==> config.mk <==
export PLATFORM = sky130hd
export DESIGN_NAME = elock_keypad_seq
export DESIGN_NICKNAME = d
export VERILOG_FILES = /design/src/rtl/elock_keypad_seq.sv
export SDC_FILE = /design/constraint.sdc
export NUM_CORES = 1
export LEC_CHECK = 0
export ABC_AREA = 1
export BUFFER_PORTS_ARGS = -buffer_cell sky130_fd_sc_hd__buf_2
export CAP_MARGIN = 5
export CORE_MARGIN = 2
export CORE_UTILIZATION = 50
export CTS_BUF_LIST = sky130_fd_sc_hd__clkbuf_16
export CTS_CLUSTER_DIAMETER = 150
export DETAILED_ROUTE_END_ITERATION = 8
export PLACE_DENSITY = 0.7
export SKIP_LAST_GASP = 1
export SYNTH_ARGS = -nofsm -noshare
export SYNTH_HDL_FRONTEND = slang
export SYNTH_SLANG_ARGS = --single-unit
export TNS_END_PERCENT = 100
==> constraint.sdc <==
create_clock -name clk -period 2.3 [get_ports clk]
set_input_delay 0.46 -clock clk [delete_from_list [all_inputs] [get_ports clk]]
set_output_delay 0.46 -clock clk [all_outputs]
set_load 0.01 [all_outputs]
==> src/rtl/elock_keypad_seq.sv <==
`default_nettype none
// ============================================================================
// Module      : elock_keypad_seq
// Description : Keypad front-end and event sequencer for the electronic door
//               lock. Scans a 4x3 keypad, debounces press and release,
//               decodes keys and assembles 4-digit codes. Emits single-cycle
//               arm / unarm / openreq / entry_timeout pulses and a stable
//               keys bus.
//               Optional feature: define ELOCK_SCAN_HOLDOFF_EN to ignore the
//               keypad for HOLDOFF_CYC cycles after every openreq.
// Revision    : 1.0 - initial release
// ============================================================================
module elock_keypad_seq #(
    parameter int SCAN_DIV    = 16,
    parameter int DEB_CYC     = 8,
    parameter int TIMEOUT_CYC = 1000,
    parameter int HOLDOFF_CYC = 200
) (
    input  logic        clk,
    input  logic        rst,
    input  logic [3:0]  row,
    output logic [2:0]  col,
    output logic        arm,
    output logic        unarm,
    output logic        openreq,
    output logic [15:0] keys,
    output logic [2:0]  digit_cnt,
    output logic        entry_timeout
);

    localparam int C_SCAN_W = $clog2(SCAN_DIV + 1);
    localparam int C_DEB_W  = $clog2(DEB_CYC + 1);
    localparam int C_TMO_W  = $clog2(TIMEOUT_CYC + 1);

    localparam logic [C_SCAN_W-1:0] C_SCAN_LAST = C_SCAN_W'(SCAN_DIV - 1);
    localparam logic [C_DEB_W-1:0]  C_DEB_LAST  = C_DEB_W'(DEB_CYC - 1);
    localparam logic [C_TMO_W-1:0]  C_TMO_LAST  = C_TMO_W'(TIMEOUT_CYC - 1);

    typedef enum logic [1:0] {
        ST_SCAN     = 2'd0,
        ST_DEBOUNCE = 2'd1,
        ST_EMIT     = 2'd2,
        ST_RELEASE  = 2'd3
    } state_t;

    state_t              r_state;
    state_t              w_state_nxt;
    logic [2:0]          r_col;
    logic [C_SCAN_W-1:0] r_scan_cnt;
    logic [3:0]          r_row_cap;
    logic [C_DEB_W-1:0]  r_deb_cnt;
    logic [11:0]         r_shift;
    logic [2:0]          r_digit_cnt;
    logic [15:0]         r_keys;
    logic [C_TMO_W-1:0]  r_idle_cnt;
    logic                r_arm;
    logic                r_unarm;
    logic                r_openreq;
    logic                r_tmo;

    logic                w_hold_active;
    logic                w_row_seen;
    logic                w_emit;
    logic                w_digit_emit;
    logic                w_code_done;
    logic                w_tmo_hit;
    logic [1:0]          w_top_row;
    logic [1:0]          w_row_rank;
    logic [1:0]          w_col_idx;
    logic                w_bottom;
    logic                w_is_hash;
    logic                w_is_star;
    logic [3:0]          w_digit;

`ifdef ELOCK_SCAN_HOLDOFF_EN
    localparam int C_HOLD_W = $clog2(HOLDOFF_CYC + 2);
    logic [C_HOLD_W-1:0] r_hold_cnt;

    // Holdoff window: loaded when a code completes, counts down to idle.
    always_ff @(posedge clk or posedge rst) begin
        if (rst) begin
            r_hold_cnt <= '0;
        end else if (w_code_done) begin
            r_hold_cnt <= C_HOLD_W'(HOLDOFF_CYC);
        end else if (r_hold_cnt != '0) begin
            r_hold_cnt <= r_hold_cnt - C_HOLD_W'(1);
        end
    end

    assign w_hold_active = (r_hold_cnt != '0);
`else
    // Holdoff is compiled out; this constant is never true.
    assign w_hold_active = (HOLDOFF_CYC < 0);
`endif

    // A key return is acted upon only while scanning and not held off.
    assign w_row_seen   = (r_state == ST_SCAN) && !w_hold_active && (row != 4'b0000);
    assign w_emit       = (r_state == ST_EMIT);
    assign w_digit_emit = w_emit && !w_is_hash && !w_is_star;
    assign w_code_done  = w_digit_emit && (r_digit_cnt == 3'd3);
    assign w_tmo_hit    = (r_digit_cnt != 3'd0) && !w_hold_active && (r_idle_cnt == C_TMO_LAST);

    // Key decode from the captured row pattern and the frozen column.
    always_comb begin
        w_top_row = 2'd0;
        if (r_row_cap[3]) begin
            w_top_row = 2'd3;
        end else if (r_row_cap[2]) begin
            w_top_row = 2'd2;
        end else if (r_row_cap[1]) begin
            w_top_row = 2'd1;
        end
        w_col_idx = 2'd0;
        if (r_col[1]) begin
            w_col_idx = 2'd1;
        end else if (r_col[0]) begin
            w_col_idx = 2'd2;
        end
        w_bottom   = (w_top_row == 2'd0);
        w_is_hash  = w_bottom && r_col[0];
        w_is_star  = w_bottom && r_col[2];
        w_row_rank = 2'd3 - w_top_row;
        w_digit    = w_bottom ? 4'h0
                              : 4'd1 + ({2'b00, w_row_rank} * 4'd3) + {2'b00, w_col_idx};
    end

    // FSM state register.
    always_ff @(posedge clk or posedge rst) begin
        if (rst) begin
            r_state <= ST_SCAN;
        end else begin
            r_state <= w_state_nxt;
        end
    end

    // FSM next-state logic; an active holdoff pins the FSM in SCAN.
    always_comb begin
        w_state_nxt = r_state;
        case (r_state)
            ST_SCAN: begin
                if (w_row_seen) begin
                    w_state_nxt = ST_DEBOUNCE;
                end
            end
            ST_DEBOUNCE: begin
                if (row != r_row_cap) begin
                    w_state_nxt = ST_SCAN;
                end else if (r_deb_cnt == C_DEB_LAST) begin
                    w_state_nxt = ST_EMIT;
                end
            end
            ST_EMIT: begin
                w_state_nxt = ST_RELEASE;
            end
            ST_RELEASE: begin
                if ((row == 4'b0000) && (r_deb_cnt == C_DEB_LAST)) begin
                    w_state_nxt = ST_SCAN;
                end
            end
            default: begin
                w_state_nxt = ST_SCAN;
            end
        endcase
        if (w_hold_active) begin
            w_state_nxt = ST_SCAN;
        end
    end

    // Column rotation; the column freezes whenever the FSM leaves SCAN.
    always_ff @(posedge clk or posedge rst) begin
        if (rst) begin
            r_col      <= 3'b100;
            r_scan_cnt <= '0;
        end else if ((r_state == ST_SCAN) && !w_row_seen) begin
            if (r_scan_cnt == C_SCAN_LAST) begin
                r_col      <= {r_col[0], r_col[2:1]};
                r_scan_cnt <= '0;
            end else begin
                r_scan_cnt <= r_scan_cnt + C_SCAN_W'(1);
            end
        end else begin
            r_scan_cnt <= '0;
        end
    end

    // Capture of the first-sampled row pattern for debounce comparison.
    always_ff @(posedge clk or posedge rst) begin
        if (rst) begin
            r_row_cap <= 4'b0000;
        end else if (w_row_seen) begin
            r_row_cap <= row;
        end
    end

    // Stable-cycle counter shared by press debounce and release debounce.
    always_ff @(posedge clk or posedge rst) begin
        if (rst) begin
            r_deb_cnt <= '0;
        end else begin
            case (r_state)
                ST_DEBOUNCE: r_deb_cnt <= (row == r_row_cap) ? r_deb_cnt + C_DEB_W'(1) : '0;
                ST_RELEASE:  r_deb_cnt <= (row == 4'b0000)   ? r_deb_cnt + C_DEB_W'(1) : '0;
                default:     r_deb_cnt <= '0;
            endcase
        end
    end

    // Code assembly, event pulses and partial-entry timeout; EMIT outranks timeout.
    always_ff @(posedge clk or posedge rst) begin
        if (rst) begin
            r_shift     <= 12'h000;
            r_digit_cnt <= 3'd0;
            r_keys      <= 16'h0000;
            r_idle_cnt  <= '0;
            r_arm       <= 1'b0;
            r_unarm     <= 1'b0;
            r_openreq   <= 1'b0;
            r_tmo       <= 1'b0;
        end else begin
            r_arm     <= 1'b0;
            r_unarm   <= 1'b0;
            r_openreq <= 1'b0;
            r_tmo     <= 1'b0;
            if (w_emit && (w_is_hash || w_is_star)) begin
                r_arm       <= w_is_hash;
                r_unarm     <= w_is_star;
                r_shift     <= 12'h000;
                r_digit_cnt <= 3'd0;
                r_idle_cnt  <= '0;
            end else if (w_digit_emit) begin
                r_idle_cnt <= '0;
                if (r_digit_cnt == 3'd3) begin
                    r_keys      <= {r_shift, w_digit};
                    r_openreq   <= 1'b1;
                    r_shift     <= 12'h000;
                    r_digit_cnt <= 3'd0;
                end else begin
                    r_shift     <= {r_shift[7:0], w_digit};
                    r_digit_cnt <= r_digit_cnt + 3'd1;
                end
            end else if (w_tmo_hit) begin
                r_tmo       <= 1'b1;
                r_shift     <= 12'h000;
                r_digit_cnt <= 3'd0;
                r_idle_cnt  <= '0;
            end else if (r_digit_cnt == 3'd0) begin
                r_idle_cnt <= '0;
            end else if (!w_hold_active) begin
                r_idle_cnt <= r_idle_cnt + C_TMO_W'(1);
            end
        end
    end

    assign col           = r_col;
    assign arm           = r_arm;
    assign unarm         = r_unarm;
    assign openreq       = r_openreq;
    assign keys          = r_keys;
    assign digit_cnt     = r_digit_cnt;
    assign entry_timeout = r_tmo;

endmodule
`default_nettype wire

==> impl_results.md, run 1 <==
* Fillers at 463
* Die area at 6180 um^2
* Post-synth top cells: dfrtp_1, nand2_1, inv_1
* Pre-CTS setup slack at 0.207 ns
* Setup TNS at 0 ns
* Register bit count reported by yosys at 63
* Die height at 78.6 um
* Row cnt at 27
* Cell taking the most area after synthesis: dfrtp_1
* Post-synth top area share at 55.7%
* Most numerous cell in the Yosys netlist: dfrtp_1
* MaxCap Viol Count at 0
* Post-Syn Area at 2790 um^2
* Distinct cells, synth at 30
* DRC at 0
* Congestion Overflow GR at 0
* CP required at 2.53 ns
* Clock buffer depth at 2
* Boundary Pins at 32
* Hold Vio Cnt, Final at 0
* Post-DP HPWL at 3420 um
* Post-synth EDFFs at 0
* Tot GR Track Use at 18.7%
* Final setup fails at 0
* Cell count after placement at 402
* Worst VDD drop at 0.608 mV
* Root buffer cell: clkbuf_16
* Wirelength per Cell at 12.3 um
* Drt via density at 4.91
* Final core utilization at 61.1%
* Slew HR at 58.8%
* Sequential-to-total area share from yosys stat at 56.6%
* Worst setup SP type: flop
* Hold-fix buffer count after cts at 0
* Status: complete, no violations
* CTS tree: yes
* Routability congestion estimate from global placement at 0.820
* Least-Margin Pin Slew at 0.617 ns
* Starting density of the core at 51.2%
* Tot Pwr at 2.98 mW
* Clk_skew at 0.00503 ns
* Buffers on Ports at 31
* Worst Setup SP: r_row_cap[2]
* Fraction of layout cells with a size suffix above 1 at 16.2%
* Critical path class: flop to flop
* First drt pass iteration count at 4
* Ys flop type: dfrtp_1
* Later-pin clock latency in the skew report at 0.32 ns
* Minimum clock period at 2.08 ns
* Initial antenna violation count at 0
* First-pass GRT wire length at 8880 um
* Crit end category: flop
* Worst R2R Setup Slack at 0.22 ns
* Max Slew Vio Count at 0
* Post-Layout Cell Count at 418
* Total routed wirelength at 5130 um
* Final period util at 90.6%
* Via count at 2053
* CP Capture Point: r_shift[2]
* Min-delay worst type: input pin to asynchronous set/reset pin
* Htree depth at 3
* Worst reg-to-reg path cell count at 7
* LEAKAGE at 1.72 nW
* Worst r2r src: r_row_cap[2]
* Antenna fix cells at 0
* Synthesis-to-layout area growth at 19.2%
* Core ar. at 5440 um^2
* WP data arrival at 2.32 ns
* Area contributors post-synth: dfrtp_1, nand2_1, inv_1
* RSZ-0062 raised after global routing: false
* Vias in the first global route at 2005
* Synthesis Warnings at 0
* Post-synth ARST share at 100%
* DP Area at 3040 um^2
* Final Cell Area at 3320 um^2
* Die Width at 78.6 um
* Clock sinks at 63
* Resize count post-CTS at 0
* Post-CTS Setup Bufs at 0
* Worst Path Max Fanout at 4
* Maximum clock rate at 0.480 GHz
* Initial drt markers at 117
* PD cells at 896 nW/um^2
* Cells after Synth at 301
* Hold WS at 0.186 ns
* Final net count at 358
* Largest net degree at the start of global routing at 64
* Reg2Reg Capture Point: r_shift[2]
* Clock slew at reported path FFs at 0.05 ns
* Syn_area_per_cell at 9.25 um^2
* Total CTS buffers at 9
* Post-route ant nets at 0
* Worst Slack Setup Final at 0.217 ns
* Syn_nets at 318
==> state kept, by name, summed over array words and instances (netlist names), 3 cells and up, named ones only <==
signal	count
keys	16
r_shift	12
r_idle_cnt	10
r_scan_cnt	5
r_deb_cnt	4
r_row_cap	4
col	3
digit_cnt	3
==> kinds of logic (layout without fill, tap and decap cells) <==
family                     count (synthesis)  in the layout  synth area share [%]
adders and majority gates                 11             11                  5.48
and+or+nand+nor                          119            119                  17.8
xor gates and xnor gates                   7              7                  2.20
AOI/OAI and AO/OA                         53             53                  11.1
DFF                                       63             63                  56.6
buffers and inverters                     48             93                  6.78
==> placed cells by master, fill, tap and decap left out, drive strengths merged, types with 5 or more instances in the layout <==
cell and count:
inv 46, o22ai 13, ha 9, nor3 5
nand3 10, nand2 63, o21ai 27, buf 34
dfrtp 62, xor2 6, a21oi 5, clkbuf 9
nor2 36
==> how the worst min path moves through the flow <==
stage	start	to	slack, ns	cells after the start
after floorplan	r_idle_cnt[0]	r_idle_cnt[0]	0.43	1
after global placement	r_idle_cnt[0]	r_idle_cnt[0]	0.45	1
after detailed placement	r_scan_cnt[0]	r_scan_cnt[0]	0.46	1
after CTS	rst	r_row_cap[1]	0.21	3
after global routing	rst	r_idle_cnt[6]	0.24	3
final	rst	r_idle_cnt[0]	0.19	3
==> critical path, stage by stage, from the launching register on <==
cell and delay [ns]:
dfrtp_1 0.37, inv_1 0.06, a21oi_1 0.29, fa_1 0.50, fa_1 0.42, xor2_1 0.13, nand2_1 0.08, o22ai_1 0.14
==> area by class of cell <==
type	count	area (um^2)	share of cell area [%]
clock buffer	9	225	6.78
clock inverter	7	57.6	1.73
inverter	43	161	4.86
multi-input combinational	190	1020	30.7
sequential	63	1580	47.5
tap	72	90.1	2.71
timing repair buffer	34	190	5.73
==> routing by layer <==
metal  track usage [%]  up-vias  wire [um]
met2              30.9       30       2420
met5                 0        -          0
li1                  -     1054          -
met1              23.4      962       2450
met3              3.45        7        159
met4              10.0        0        104
==> power breakdown <==
group          switching, mW  internal [mW]
Combinational          0.312          0.184
Sequential            0.0497           1.16
Clock                  0.451          0.819
Total                  0.813           2.16
(Power assumes the default switching activity.)
==> run 2, diff against run 1 <==
REMOVE_ABC_BUFFERS = 1   (was not set)
==> impl_results.md, run 2 (synthesized netlist as in run 1, its figures left out) <==
* Crit path buf inv count at 0
* Antenna fix cells at 0
* Buffers on Ports at 31
* Clk_skew at 0.00507 ns
* Post-DP HPWL at 3600 um
* Hold-fix buffer count after cts at 0
* DRC at 0
* Cell count after placement at 402
* Clock sinks at 63
* Routability congestion estimate from global placement at 0.777
* Final core utilization at 61.7%
* Clock buffer depth at 2
* Minimum clock period at 2.06 ns
* Root buffer cell: clkbuf_16
* Max Slew Vio Count at 0
* Final setup fails at 0
* Boundary Pins at 32
* DP Area at 3040 um^2
* Final net count at 358
* Total CTS buffers at 9
* Clock slew at reported path FFs at 0.05 ns
* Least-Margin Pin Slew at 0.594 ns
* Tot GR Track Use at 18.7%
* PD cells at 926 nW/um^2
* Hold WS at 0.133 ns
* Crit-path most repeated cell: fa_1
* Clock Power Share at 45.1%
* First drt pass iteration count at 4
* Pre-CTS setup slack at 0.196 ns
* WP data arrival at 2.29 ns
* Logic pwr share at 16.0%
* Core ar. at 5440 um^2
* Total routed wirelength at 5080 um
* Pint at 2.28 mW
* CP max-delay cell: fa_1
* Maximum clock rate at 0.485 GHz
* Worst Slack Setup Final at 0.239 ns
* LEAKAGE at 1.73 nW
* Later-pin clock latency in the skew report at 0.32 ns
* Hold Vio Cnt, Final at 0
* Die Width at 78.6 um
* First-pass GRT wire length at 8890 um
* Crit end category: flop
* Commonest cells after routing, fill and taps aside: dfrtp_1, nand2_1, inv_1
* Post-Layout Cell Count at 418
* Switching portion of total power at 26.5%
* P_sw at 0.824 mW
* Reg power frac at 38.9%
* Max reg flops at 16
* CTS tree: yes
* Worst VDD drop at 0.555 mV
* MaxCap Viol Count at 0
* Initial drt markers at 122
* Starting density of the core at 51.2%
* Initial antenna violation count at 0
* Row cnt at 27
* CP max stage delay at 0.51 ns
* Synthesis-to-layout area growth at 20.5%
* RSZ-0062 raised after global routing: false
* Largest net degree at the start of global routing at 27
* Drt via density at 4.95
* Final Cell Area at 3360 um^2
* Fillers at 449
* Slew HR at 60.4%
* Setup TNS at 0 ns
* Wirelength per Cell at 12.2 um
* Worst Path Max Fanout at 5
* Tot Pwr at 3.11 mW
* Post-CTS Setup Bufs at 0
* Die area at 6180 um^2
* Worst setup SP type: flop
* Post-route ant nets at 0
* Htree depth at 3
* Status: complete, no violations
* Critical path class: flop to flop
* Commonest non-fill, non-tap cell in the layout: dfrtp_1
* Die height at 78.6 um
* Via count at 2070
* CP required at 2.53 ns
* Vias in the first global route at 2003
* Congestion Overflow GR at 0
* Delay-heaviest family, CP: adder cells
* Min-delay worst type: input pin to asynchronous set/reset pin
* Crit-path cells: nor2_1 > fa_1 > fa_1 > xor2_1 > nand2_1 > o22ai_1
* Final period util at 89.6%
* Fraction of layout cells with a size suffix above 1 at 17.1%
-- run 2: changes by cell type in the layout (fill, tap and decap cells not counted), sizes merged --
| cell | change |
|---|---|
| clkinv | +1 |
| inv | -2 |
| bufinv | +1 |
-- run 2: area by class of cell --
cell class | instances | area [um^2] | share of cell area (%)
inverter | 43 | 161 | 4.81
sequential | 63 | 1580 | 47.0
clock buffer | 9 | 225 | 6.71
timing repair buffer | 34 | 190 | 5.67
tap | 72 | 90.1 | 2.68
clock inverter | 7 | 88.8 | 2.65
multi-input combinational | 190 | 1020 | 30.5
-- run 2: path summary, 6_finish.rpt --
kind | startpoint | end | slack [ns] | cells after the start
worst min register to register | r_scan_cnt[0] | r_scan_cnt[0] | 0.47 | 1
worst max register to register | r_row_cap[3] | r_shift[2] | 0.24 | 6
min in group clk | row[0] | r_row_cap[0] | 0.42 | 3
worst max-delay path | r_row_cap[3] | r_shift[2] | 0.24 | 6
worst min-delay path | rst | entry_timeout | 0.13 | 2
max in group asynchronous | rst | r_idle_cnt[6] | 1.49 | 3
-- run 2: repair_timing --
action | CTS | global route
endpoints found under the hold margin | 0 | 0
endpoints found under the setup margin | 0 | 2
resized for setup | 0 | 1
-- run 2: worst register-to-register path: stages, from the launching register on --
cell and delay [ns]:
dfrtp_1 0.42, nor2_1 0.26, fa_1 0.51, fa_1 0.43, xor2_1 0.14, nand2_1 0.08
o22ai_1 0.14
-- run 2: power groups by stage --
stage               sequential, mW  clock (mW)  combinational, mW
global placement              1.22           0              0.475
floorplan                     1.22           0              0.395
global route                  1.22        1.49              0.598
detailed placement            1.22           0              0.497
CTS                           1.21        1.43              0.500
finish                        1.21        1.40              0.498
-- run 2: metal layers --
metal  share of wire [%]  track usage [%]  vias to the layer above  routed length (um)
met5                   0                0                        -                   0
met4                 1.3             6.32                        0                  68
met3                 3.7             6.21                        6                 186
met2                  48             30.2                       37                2450
met1                  47             23.8                      972                2380
li1                    -                -                     1055                   -
==> run 3, diff against run 2 <==
PLACE_DENSITY = 0.76   (was 0.7)
==> impl_results.md, run 3 (synthesized netlist as in run 1, its figures left out) <==
* Crit end category: flop
* Critical path class: flop to flop
* Die Width at 78.6 um
* Synthesis-to-layout area growth at 20.9%
* Via count at 2124
* Multi-input logic area at 1020 um^2
* Cell count after placement at 402
* Die height at 78.6 um
* Clock sinks at 63
* Commonest non-fill, non-tap cell in the layout: dfrtp_1
* Worst Path Max Fanout at 5
* Core ar. at 5440 um^2
* Drt via density at 5.08
* Row cnt at 27
* Total CTS buffers at 9
* Clk_skew at 0.00690 ns
* Minimum clock period at 2.06 ns
* Buffers on Ports at 31
* Post-Layout Cell Count at 418
* Pre-CTS setup slack at 0.162 ns
* Worst Slack Setup Final at 0.240 ns
* Register Area at 1580 um^2
* Least-Margin Pin Slew at 0.661 ns
* Later-pin clock latency in the skew report at 0.33 ns
* RSZ-0062 raised after global routing: false
* DRC at 0
* Max Slew Vio Count at 0
* Final net count at 358
* Final period util at 89.6%
* CTS tree: yes
* Hold Vio Cnt, Final at 0
* Post-DP HPWL at 3550 um
* Max reg flops at 16
* Clock slew at reported path FFs at 0.05 ns
* Wirelength per Cell at 12.6 um
* Boundary Pins at 32
* Status: complete, no violations
* Fraction of layout cells with a size suffix above 1 at 16.8%
* Commonest cells after routing, fill and taps aside: dfrtp_1, nand2_1, inv_1
* PD cells at 924 nW/um^2
* Congestion Overflow GR at 0
* MaxCap Viol Count at 0
* Initial antenna violation count at 0
* Min-delay worst type: input pin to asynchronous set/reset pin
* First-pass GRT wire length at 9130 um
* Initial drt markers at 144
* WP data arrival at 2.30 ns
* Worst setup SP type: flop
* Die area at 6180 um^2
* Slew HR at 55.9%
* First drt pass iteration count at 4
* CP required at 2.54 ns
* Total routed wirelength at 5270 um
* Maximum clock rate at 0.485 GHz
* Routability congestion estimate from global placement at 0.840
* Root buffer cell: clkbuf_16
* Setup TNS at 0 ns
* Clock buffer depth at 2
* Final setup fails at 0
* Post-CTS Setup Bufs at 0
* Fillers at 425
* LEAKAGE at 1.73 nW
* Tot GR Track Use at 19.3%
* Htree depth at 3
* Post-route ant nets at 0
* Worst VDD drop at 0.678 mV
* Tot Pwr at 3.11 mW
* Starting density of the core at 51.2%
* Antenna fix cells at 0
* Vias in the first global route at 2016
* Largest net degree at the start of global routing at 40
==> run 3: cell count changes in the layout (fill, tap and decap cells not counted) <==
cell	delta
buf_12	+1
buf_4	-1
clkinv_1	+2
clkinv_2	-1
inv_1	-1
==> run 3: stage by stage <==
step	hold slack [ns]	utilization, %	cell area (um^2)
2_1_floorplan	0.433	-	2760
3_3_place_gp	0.445	56.1	3050
4_1_cts	0.185	61.8	3360
3_5_place_dp	0.462	56.1	3050
6_report	0.173	61.9	3370
5_1_grt	0.229	61.9	3370
==> run 3: worst paths after layout <==
check / from / to / slack (ns) / cells after the start
setup / recovery: r_row_cap[3] / r_shift[2] / 0.24 / 6
hold / removal: rst / asynchronous set/reset pin / 0.17 / 2
setup reg to reg: r_row_cap[3] / r_shift[2] / 0.24 / 6
hold reg to reg: r_scan_cnt[0] / r_scan_cnt[0] / 0.47 / 1
max in group asynchronous: rst / keys[11] / 1.55 / 3
min in group clk: row[0] / r_row_cap[0] / 0.43 / 3
==> run 3: worst max-delay path: stages (launching register included) <==
cell	delay [ns]
dfrtp_1	0.42
nor2_1	0.26
fa_1	0.50
fa_1	0.42
xor2_1	0.14
nand2_1	0.08
o22ai_1	0.15
==> run 3: what timing repair did <==
action | 4_1_cts | 5_1_grt
setup endpoints to repair | 0 | 2
hold buffers | 0 | 0
gates resized for setup | 0 | 1
==> run 3: cell type report <==
class                           instances  share of cell area (%)
Clock buffer                            9                    6.69
Clock inverter                          7                    2.60
Inverter                               43                    4.79
Multi-Input combinational cell        190                    30.4
Sequential cell                        63                    46.9
Tap cell                               72                    2.68
Timing Repair Buffer                   34                    6.02
==> run 3: power by group <==
group	internal, mW	switching (mW)	total [mW]	leakage [nW]
sequential	1.16	0.0540	1.21	0.862
combinational	0.182	0.308	0.489	0.720
clock	0.937	0.471	1.41	0.148
total	2.28	0.833	3.11	1.73
==> run 3: metal layers <==
layer	GRT usage [%]	wire, um	vias up
li1	-	-	1058
met1	24.8	2390	1002
met2	30.9	2540	52
met3	3.22	215	12
met4	11.6	119	0
met5	0	0	-
